**config.mk**
```make
export PLATFORM = sky130hd
export DESIGN_NAME = joybus_rx
export DESIGN_NICKNAME = d
export VERILOG_FILES = /design/src/rtl/joybus_rx.sv
export SDC_FILE = /design/constraint.sdc
export NUM_CORES = 1
export LEC_CHECK = 0
export CAP_MARGIN = 20
export CORE_ASPECT_RATIO = 0.8
export CORE_UTILIZATION = 33
export DETAILED_ROUTE_END_ITERATION = 10
export GPL_ROUTABILITY_DRIVEN = 0
export GPL_TIMING_DRIVEN = 0
export PLACE_DENSITY = 0.56
export SLEW_MARGIN = 20
export SYNTH_ARGS = -nofsm -noshare
export SYNTH_HDL_FRONTEND = slang
export SYNTH_SLANG_ARGS = --single-unit
```
**constraint.sdc**
```tcl
create_clock -name clk -period 3.3 [get_ports clk]
set_input_delay 0.66 -clock clk [delete_from_list [all_inputs] [get_ports clk]]
set_output_delay 0.66 -clock clk [all_outputs]
set_load 0.02 [all_outputs]
```
**src/rtl/joybus_rx.sv**
```systemverilog
// joybus_rx: receiver for a Joybus-style pulse-width-coded serial line.
// Each bit cell is a low phase followed by a high phase. The bit is 1 when
// the high phase is longer than the low phase, and 0 otherwise (ties decode as 0).
// A reception is armed by rx_start. It ends after num_bits cells plus the stop
// cell, or on a line-stuck timeout.
//
// Ports:
//   clk        rising-edge clock
//   rst_n      asynchronous active-low reset
//   rx_in      raw open-drain data line (idle high, asynchronous to clk)
//   rx_start   one-cycle pulse arming a reception (aborts any in progress)
//   num_bits   data bits expected, sampled on rx_start
//   rx_busy    high while the receiver is not idle
//   rx_done    one-cycle pulse at the end of a reception
//   rx_err     error flag, valid with rx_done, held until the next rx_start
//   rx_data    received bits, first-received bit at index n-1
//   bits_rcvd  bits shifted in during the current/last reception
module joybus_rx #(
  parameter int unsigned DATA_BITS      = 64,
  parameter int unsigned BIT_CYCLES     = 100,
  parameter int unsigned TIMEOUT_CYCLES = 200
) (
  input  logic                 clk,
  input  logic                 rst_n,
  input  logic                 rx_in,
  input  logic                 rx_start,
  input  logic [7:0]           num_bits,
  output logic                 rx_busy,
  output logic                 rx_done,
  output logic                 rx_err,
  output logic [DATA_BITS-1:0] rx_data,
  output logic [7:0]           bits_rcvd
);

  localparam int unsigned CW = $clog2(TIMEOUT_CYCLES + 1);

  typedef enum logic [2:0] {
    IDLE       = 3'd0,
    WAIT_LOW   = 3'd1,
    COUNT_LOW  = 3'd2,
    COUNT_HIGH = 3'd3,
    STOP       = 3'd4
  } state_t;

  state_t               state, state_nx;
  logic                 sync1, rx_s;
  logic [CW-1:0]        cnt, cnt_nx;
  logic [CW-1:0]        low_len, low_len_nx;
  logic [7:0]           n_bits, n_bits_nx;
  logic [7:0]           bits_nx;
  logic [DATA_BITS-1:0] data_nx;
  logic                 done_nx, err_nx, busy_nx;
  logic [CW:0]          high_len;
  logic                 bit_val;
  logic [7:0]           n_eff;

  // Two-flop synchronizer; reset to the idle (high) line level.
  always_ff @(posedge clk or negedge rst_n) begin
    if (!rst_n) begin
      sync1 <= 1'b1;
      rx_s  <= 1'b1;
    end else begin
      sync1 <= rx_in;
      rx_s  <= sync1;
    end
  end

  // State and output registers.
  always_ff @(posedge clk or negedge rst_n) begin
    if (!rst_n) begin
      state     <= IDLE;
      cnt       <= '0;
      low_len   <= '0;
      n_bits    <= '0;
      bits_rcvd <= '0;
      rx_data   <= '0;
      rx_done   <= 1'b0;
      rx_err    <= 1'b0;
      rx_busy   <= 1'b0;
    end else begin
      state     <= state_nx;
      cnt       <= cnt_nx;
      low_len   <= low_len_nx;
      n_bits    <= n_bits_nx;
      bits_rcvd <= bits_nx;
      rx_data   <= data_nx;
      rx_done   <= done_nx;
      rx_err    <= err_nx;
      rx_busy   <= busy_nx;
    end
  end

  // cnt holds low+high samples of the cell, so cnt-low_len is the high length.
  // One extra bit keeps the subtraction from wrapping into the compare.
  always_comb begin
    high_len = {1'b0, cnt} - {1'b0, low_len};
    bit_val  = (high_len > {1'b0, low_len});
    n_eff    = (num_bits > 8'(DATA_BITS)) ? 8'(DATA_BITS) : num_bits;
  end

  // Next-state and output logic.
  always_comb begin
    state_nx   = state;
    cnt_nx     = cnt;
    low_len_nx = low_len;
    n_bits_nx  = n_bits;
    bits_nx    = bits_rcvd;
    data_nx    = rx_data;
    done_nx    = 1'b0;
    err_nx     = rx_err;

    if (rx_start) begin
      // Arming always wins and silently abandons any reception in progress.
      data_nx   = '0;
      bits_nx   = '0;
      err_nx    = 1'b0;
      n_bits_nx = n_eff;
      cnt_nx    = '0;
      state_nx  = (n_eff == 8'd0) ? STOP : WAIT_LOW;
    end else begin
      case (state)
        IDLE: ;

        WAIT_LOW: begin
          if (!rx_s) begin
            state_nx = COUNT_LOW;
            cnt_nx   = CW'(1);
          end else if (cnt == CW'(TIMEOUT_CYCLES)) begin
            state_nx = IDLE;
            err_nx   = 1'b1;
            done_nx  = 1'b1;
          end else begin
            cnt_nx = cnt + CW'(1);
          end
        end

        COUNT_LOW: begin
          if (rx_s) begin
            low_len_nx = cnt;
            cnt_nx     = cnt + CW'(1);
            state_nx   = COUNT_HIGH;
          end else if (cnt == CW'(TIMEOUT_CYCLES)) begin
            state_nx = IDLE;
            err_nx   = 1'b1;
            done_nx  = 1'b1;
          end else begin
            cnt_nx = cnt + CW'(1);
          end
        end

        COUNT_HIGH: begin
          if (!rx_s || (cnt == CW'(BIT_CYCLES))) begin
            data_nx = (rx_data << 1) | DATA_BITS'(bit_val);
            bits_nx = bits_rcvd + 8'd1;
            if (8'(bits_rcvd + 8'd1) == n_bits) begin
              // A falling edge here is the stop cell's low, already one sample in.
              state_nx = STOP;
              cnt_nx   = rx_s ? CW'(0) : CW'(1);
            end else if (!rx_s) begin
              state_nx = COUNT_LOW;
              cnt_nx   = CW'(1);
            end else begin
              state_nx = WAIT_LOW;
              cnt_nx   = '0;
            end
          end else begin
            cnt_nx = cnt + CW'(1);
          end
        end

        STOP: begin
          if (rx_s || (cnt == CW'(BIT_CYCLES))) begin
            state_nx = IDLE;
            err_nx   = 1'b0;
            done_nx  = 1'b1;
          end else begin
            cnt_nx = cnt + CW'(1);
          end
        end

        default: state_nx = IDLE;
      endcase
    end

    busy_nx = (state_nx != IDLE);
  end

endmodule

```
## After elaboration in Yosys (flattened, before gate mapping)

Index checks and enable logic that the tools add are counted.

- Bitwise operators: 2
- Magnitude comparators: 2
- Muxes and demuxes: 37
- Add/sub/neg operators: 3
- Equal/unequal tests: 11
- Reductions and logical operators: 14

Operators with widths:

| kind | count |
|---|---|
| 64-bit 2-to-1 mux | 3 |
| 8-bit 2-to-1 mux | 10 |
| 64-bit by 1-bit bitwise OR with 64-bit output | 1 |
| 8-bit case mux with 4 select lines | 1 |
| 3-bit 2-to-1 mux | 8 |
| 8-bit by 1-bit adder with 8-bit output (second input constant) | 2 |
| 3-bit case mux with 5 select lines | 1 |
| 3-bit inequality test (second input constant) | 4 |
| 1-bit 2-to-1 mux | 11 |
| 9-bit by 8-bit > comparator with 1-bit output | 1 |
| 8-bit by 8-bit subtractor with 9-bit output | 1 |
| 8-bit by 7-bit == test with 1-bit output (second input constant) | 1 |
| 8-bit == test | 1 |
| 8-bit == test (second input constant) | 1 |
| 8-bit by 7-bit > comparator with 1-bit output (second input constant) | 1 |
| 8-bit zero test | 1 |
| 3-bit by 2-bit == test with 1-bit output (second input constant) | 2 |
| 1-bit case mux with 3 select lines | 2 |
| 5-bit nonzero test | 1 |
| 2-bit AND reduction | 2 |
| 4-bit AND reduction | 1 |
| 2-bit nonzero test | 2 |
| 4-bit nonzero test | 1 |
| 3-bit by 1-bit == test with 1-bit output (second input constant) | 1 |
| other kinds (8) | 9 |

- Input port bits: 12
- Output and inout bits: 75
- Bits in registers: 104
- Logic and storage cells: 80

## Longest topological paths before layout

- Depth in word-level cells: 7
- Mapped depth: 17
- Depth with buffers taken out: 17

## Worst setup path after synthesis

OpenSTA, ideal clock, no wires.

- Path type: register to register
- Start: register cnt[0]
- End: register rx_data[0]
- Arrival: 2.844 ns
- Setup time: 0.124 ns
- Clock period less this slack: 2.968 ns
- Cell stages (with the launch flop): 18
- Required time: 3.176 ns
- Setup slack: 0.332 ns
- Path buffers: 0
- Path through: dfrtp_1 inv_1 ha_1 fa_1 nor2b_1 o21ai_0 nand2b_1 and2_1 o21a_1 nor2_1 xnor2_1 ha_1 a21o_1 a21oi_1 nand2_1 o31ai_1 a21oi_1 o31a_1

- Cells in the longest elaborated chain, start to end: 6
- Elaborated cells on any way between the ends: 10
- Classes of those cells: add/sub: 1; order compare: 1; eq/ne: 1; mux: 3; bitwise: 1; reduce/logical: 3

Ends and longest elaborated chain:

| what | RTL line | source |
|---|---|---|
| start: declaration | 47 | `logic [CW-1:0] cnt, cnt_nx;` |
| start signal: assignment | 82 | `cnt <= cnt_nx;` |
| 8-bit by 8-bit subtractor with 9-bit output | 96 | `high_len = {1'b0, cnt} - {1'b0, low_len};` |
| 9-bit by 8-bit > comparator with 1-bit output | 97 | `bit_val = (high_len > {1'b0, low_len});` |
| 64-bit by 1-bit bitwise OR with 64-bit output | 153 | `data_nx = (rx_data << 1) \| DATA_BITS'(bit_val);` |
| 64-bit 2-to-1 mux | 152 | `if (!rx_s \|\| (cnt == CW'(BIT_CYCLES))) begin` |
| 64-bit 2-to-1 mux | 121 | `case (state)` |
| 64-bit 2-to-1 mux | 112 | `if (rx_start) begin` |
| end signal: assignment | 86 | `rx_data <= data_nx;` |
| end: declaration | 31 | `output logic [DATA_BITS-1:0] rx_data,` |

Parallel ways exist; a longest one is shown, timed or not. The select of a mux whose other input is x is not followed.
A chain may end at the register's enable or synchronous reset.

## Worst setup path in the final report

Same ends and word-level chain as after synthesis.

==> impl_summary.md <==
Pwr
The cell internal power dissipation is 2.024 mW. Per report_power, the sequential group accounts for 46.3% of the total. The relative contribution of the clock network to total power is between 30% and 40%. The analysis attributes to cell leakage a power of 2.731 nW. The maximum vdd ir drop is 0.2574 mV. The power share of the combinational group is between 10% and 20%.

The power spent charging and discharging nets is 0.8290 mW. For this design the ratio of total power to cell area is 423.1 nW/um^2. The net switching fraction of the power is between 20 and 30%.

Floorplan
For this configuration, the core starts out at a cell density of 34.52%. 87 I/O pins were placed. The core footprint is 15310 um^2. The floorplan has 40 rows. The die covers 16530 um^2. The die is 143.5 um wide.

The chip height is 115.2 um.

Worst setup path
At the worst endpoint, the arrival time is 3310 ps. The startpoint kind of the worst setup timing path is a flop. The worst setup path is captured at a flop. In this design, the stage delay of the slowest critical-path cell is between 400 and 500 ps. The critical path goes through inv_2 > ha_2 > fa_1 > nor2b_1 > o21ai_1 > nand2b_1 > and2_1 > o21a_1 > nor2_1 > xnor2_1 > ha_1 > a21o_1 > a21oi_2 > nand2_1 > o31ai_1 > a21oi_1 > o31a_1. Among all stages on the critical path, the largest delay is contributed by fa_1. The largest fanout of any net on the critical path is 4. The setup path with the least slack is of type flop to flop. The critical path data required time is 3530 ps.

Finish
Relative to the synthesized area, the layout overhead comes to 27.57%. Of the cells placed in the final design, the portion with a size suffix greater than 1 is slightly below 7%. 0 antenna diodes ended up in the layout. After routing the design area is between 6000 and 7000 um^2. The number of nets in the layout is 721.

Synth
After synthesis, the cell types taking the most area are dfrtp_1 (48%), nand2_1 (11%), a21oi_1 (7.8%). The post-synthesis sequential element count is 104. For this run, the leading register cell type out of synthesis is dfrtp_1.

After synthesis, the most frequently instantiated cells are nand2_1 (155), dfrtp_1 (102), a21oi_1 (82). The leading area contributor after synthesis is dfrtp_1. After synthesis, the mean cell area works out to 8.960 um^2.

The number of nets handed over by synthesis was 622. In the post-synthesis netlist, the cell with the most instances is nand2_1. In this run, distinct cell masters in the synthesized netlist total 61. In the synthesized netlist the async set-or-reset flop fraction comes to 100.0%. The number of synthesized flops with an enable pin is 0. During synthesis, Yosys emitted a total of 0 warnings. Of the synthesized area, sequential elements account for 49.28%. The cell area that synthesis handed to floorplanning was 5286 um^2. The portion of synthesized cell area occupied by the leading cell type is 48.28%. The number of cells produced by synthesis is 590.

GRT
The via count of the first global-routing pass is approximately 4300. The first global-routing pass estimated approximately 22000 um of wire. The aggregate global routing overflow is 0.

The combined global-route utilization of all metal layers is 17.21%. The pin count of the biggest net entering global routing is 58. The initial antenna violation count came to 0.

CTS
The TritonCTS clock tree is done. The clock-pin slew reported for the worst setup and hold paths after clock tree synthesis is 80 ps. The H-tree depth reported by CTS is 3. The clock latency at the later pin of the worst-skew pair is between 300 and 400 ps. In this run, CTS created clock tree buffers numbering 9. The longest clock path from root to sink contains 2 buffers. The clock sink count is 104.

The buffer type at the clock tree root is clkbuf_16.

Min path
The type of the most critical hold path is input pin to async pin.

Route
In the final routed layout, each cell accounts on average for 14.90 um. The count of TritonRoute iterations in the first routing pass is 5. Once detail routing completed, the nets flagged for antenna violations numbered 0. After the first detailed-routing iteration, the DRC count stood at 300. In the routed design, unresolved DRC markers number 0. After detailed routing, the total wire length is approximately 13000 um. The routed via count divided by cell count is ~5. The overall via count from detail_route is 4536.

STA
The setup slack of the critical path after layout is around 220 ps. Setup repair after global routing left no endpoint under its margin. The total count of max-transition violations in the final report is 0.

The number of setup violations in the final report is 0. The normalized max-slew margin is 58.52%. The minimum clock period is 3077 ps.

The number of failing hold endpoints at the final stage was 0. The maximum frequency from static timing analysis is 0.3250 GHz. The actual transition at the worst max-transition pin is between 600 and 700 ps. Of the available clock period, the critical path in the final layout requires between 90 and 100%. The clock skew after layout is 10.10 ps.

Placement
Once placement finished, the instance area stood at 6439 um^2. Before CTS, the worst setup slack after placement is -101.1 ps. In this run the tool buffered the top-level ports with 86 buffer cells. The HPWL after detailed placement is between 9000 and 10000 um.

Job
The max-cap check violation count is 0.

Status
The run finished with clean final reports.
[cell type report]
type / instances / area [um^2]
fill: 1538 / 8571
inverter: 17 / 63.81
sequential: 104 / 2608
tap: 210 / 262.8
multi-input combinational: 435 / 2486
clock buffer: 9 / 225.2
timing repair buffer: 88 / 897.1
buffer: 34 / 137.6
clock inverter: 7 / 63.81
[registers in the layout (all words and copies together) (netlist names)]
signal and count:
state 3, rx_err 1, rx_s 1, n_bits 8, rx_done 1, low_len 8, bits_rcvd 8, cnt 8
rx_busy 1, rx_data 64, sync1 1
[layout by cell type (no fill, tap or decap), types with 9 or more instances in the layout]
| cell type | instances |
|---|---|
| o21ai_0 | 19 |
| xnor2_1 | 14 |
| nand2_1 | 155 |
| clkdlybuf4s50_1 | 85 |
| clkbuf_16 | 9 |
| nand3_1 | 11 |
| inv_1 | 16 |
| clkbuf_1 | 27 |
| xor2_1 | 9 |
| nor2_1 | 26 |
| a21oi_1 | 81 |
| nor2b_1 | 9 |
| dfrtp_1 | 100 |
| ha_1 | 18 |
[power groups by stage]
stage	Clock (mW)	Sequential [mW]	Combinational (mW)
after global routing	1.14	1.32	0.539
after floorplan	0	1.35	0.313
after CTS	1.10	1.32	0.475
final	1.06	1.32	0.477
after global placement	0	1.35	0.443
after detailed placement	0	1.35	0.465
[per-layer routing]
metal	track usage [%]	routed length [um]	vias up
met5	0	0	-
met1	24.53	6525	2210
met2	25.60	5967	109
met3	4.082	728	16
li1	-	-	2201
met4	5.674	250	0
[worst paths after layout]
kind,startpoint,to,slack (ps),cells after the start
min reg2reg,sync1,rx_s,360,0
max,cnt[0],rx_data[0],220,17
min,rst_n,rx_data[42],240,1
max reg2reg,cnt[0],rx_data[0],220,17
min in group clk,sync1,rx_s,360,0
max in group asynchronous,rst_n,rx_s,2400,2
[metrics by stage]
step | hold slack [ps] | std cells | util [%] | power, mW | TNS (ps)
floorplan | 345.2 | 590 | - | 1.658 | 0
global placement | 350.6 | 886 | 41.85 | 1.791 | -260490
detailed placement | 351.6 | 887 | 42.04 | 1.813 | -101.1
CTS | 246.4 | 904 | 43.99 | 2.890 | 0
global route | 263.6 | 904 | 44.04 | 3.008 | 0
finish | 237.8 | 904 | 44.04 | 2.853 | 0
[worst max-delay path, delay by kind of cell (launching register included)]
family | cells | cell delay [ps]
AOI/OAI and AO/OA | 7 | 990
xor gates and xnor gates | 1 | 120
adders and majority gates | 3 | 910
buffers and inverters | 1 | 60
DFF | 1 | 370
and+or+nand+nor | 5 | 500
[kinds of logic (layout without fill, tap and decap cells)]
group	after synthesis	after routing	synth area share [%]
adders and majority gates	20	20	4.876
buffers and inverters	51	155	3.811
xor gates and xnor gates	23	23	3.811
muxes	10	10	2.035
DFF	104	104	49.28
AOI/OAI and AO/OA	142	142	15.83
and+or+nand+nor	240	240	20.36
[repair_timing]
action / in CTS / in global routing
gates resized for setup: 1 / 5
buffers inserted: 1 / 0
hold buffers: 0 / 0
setup endpoints to repair: 1 / 1
No activity file was read; power rests on OpenSTA's default activity.
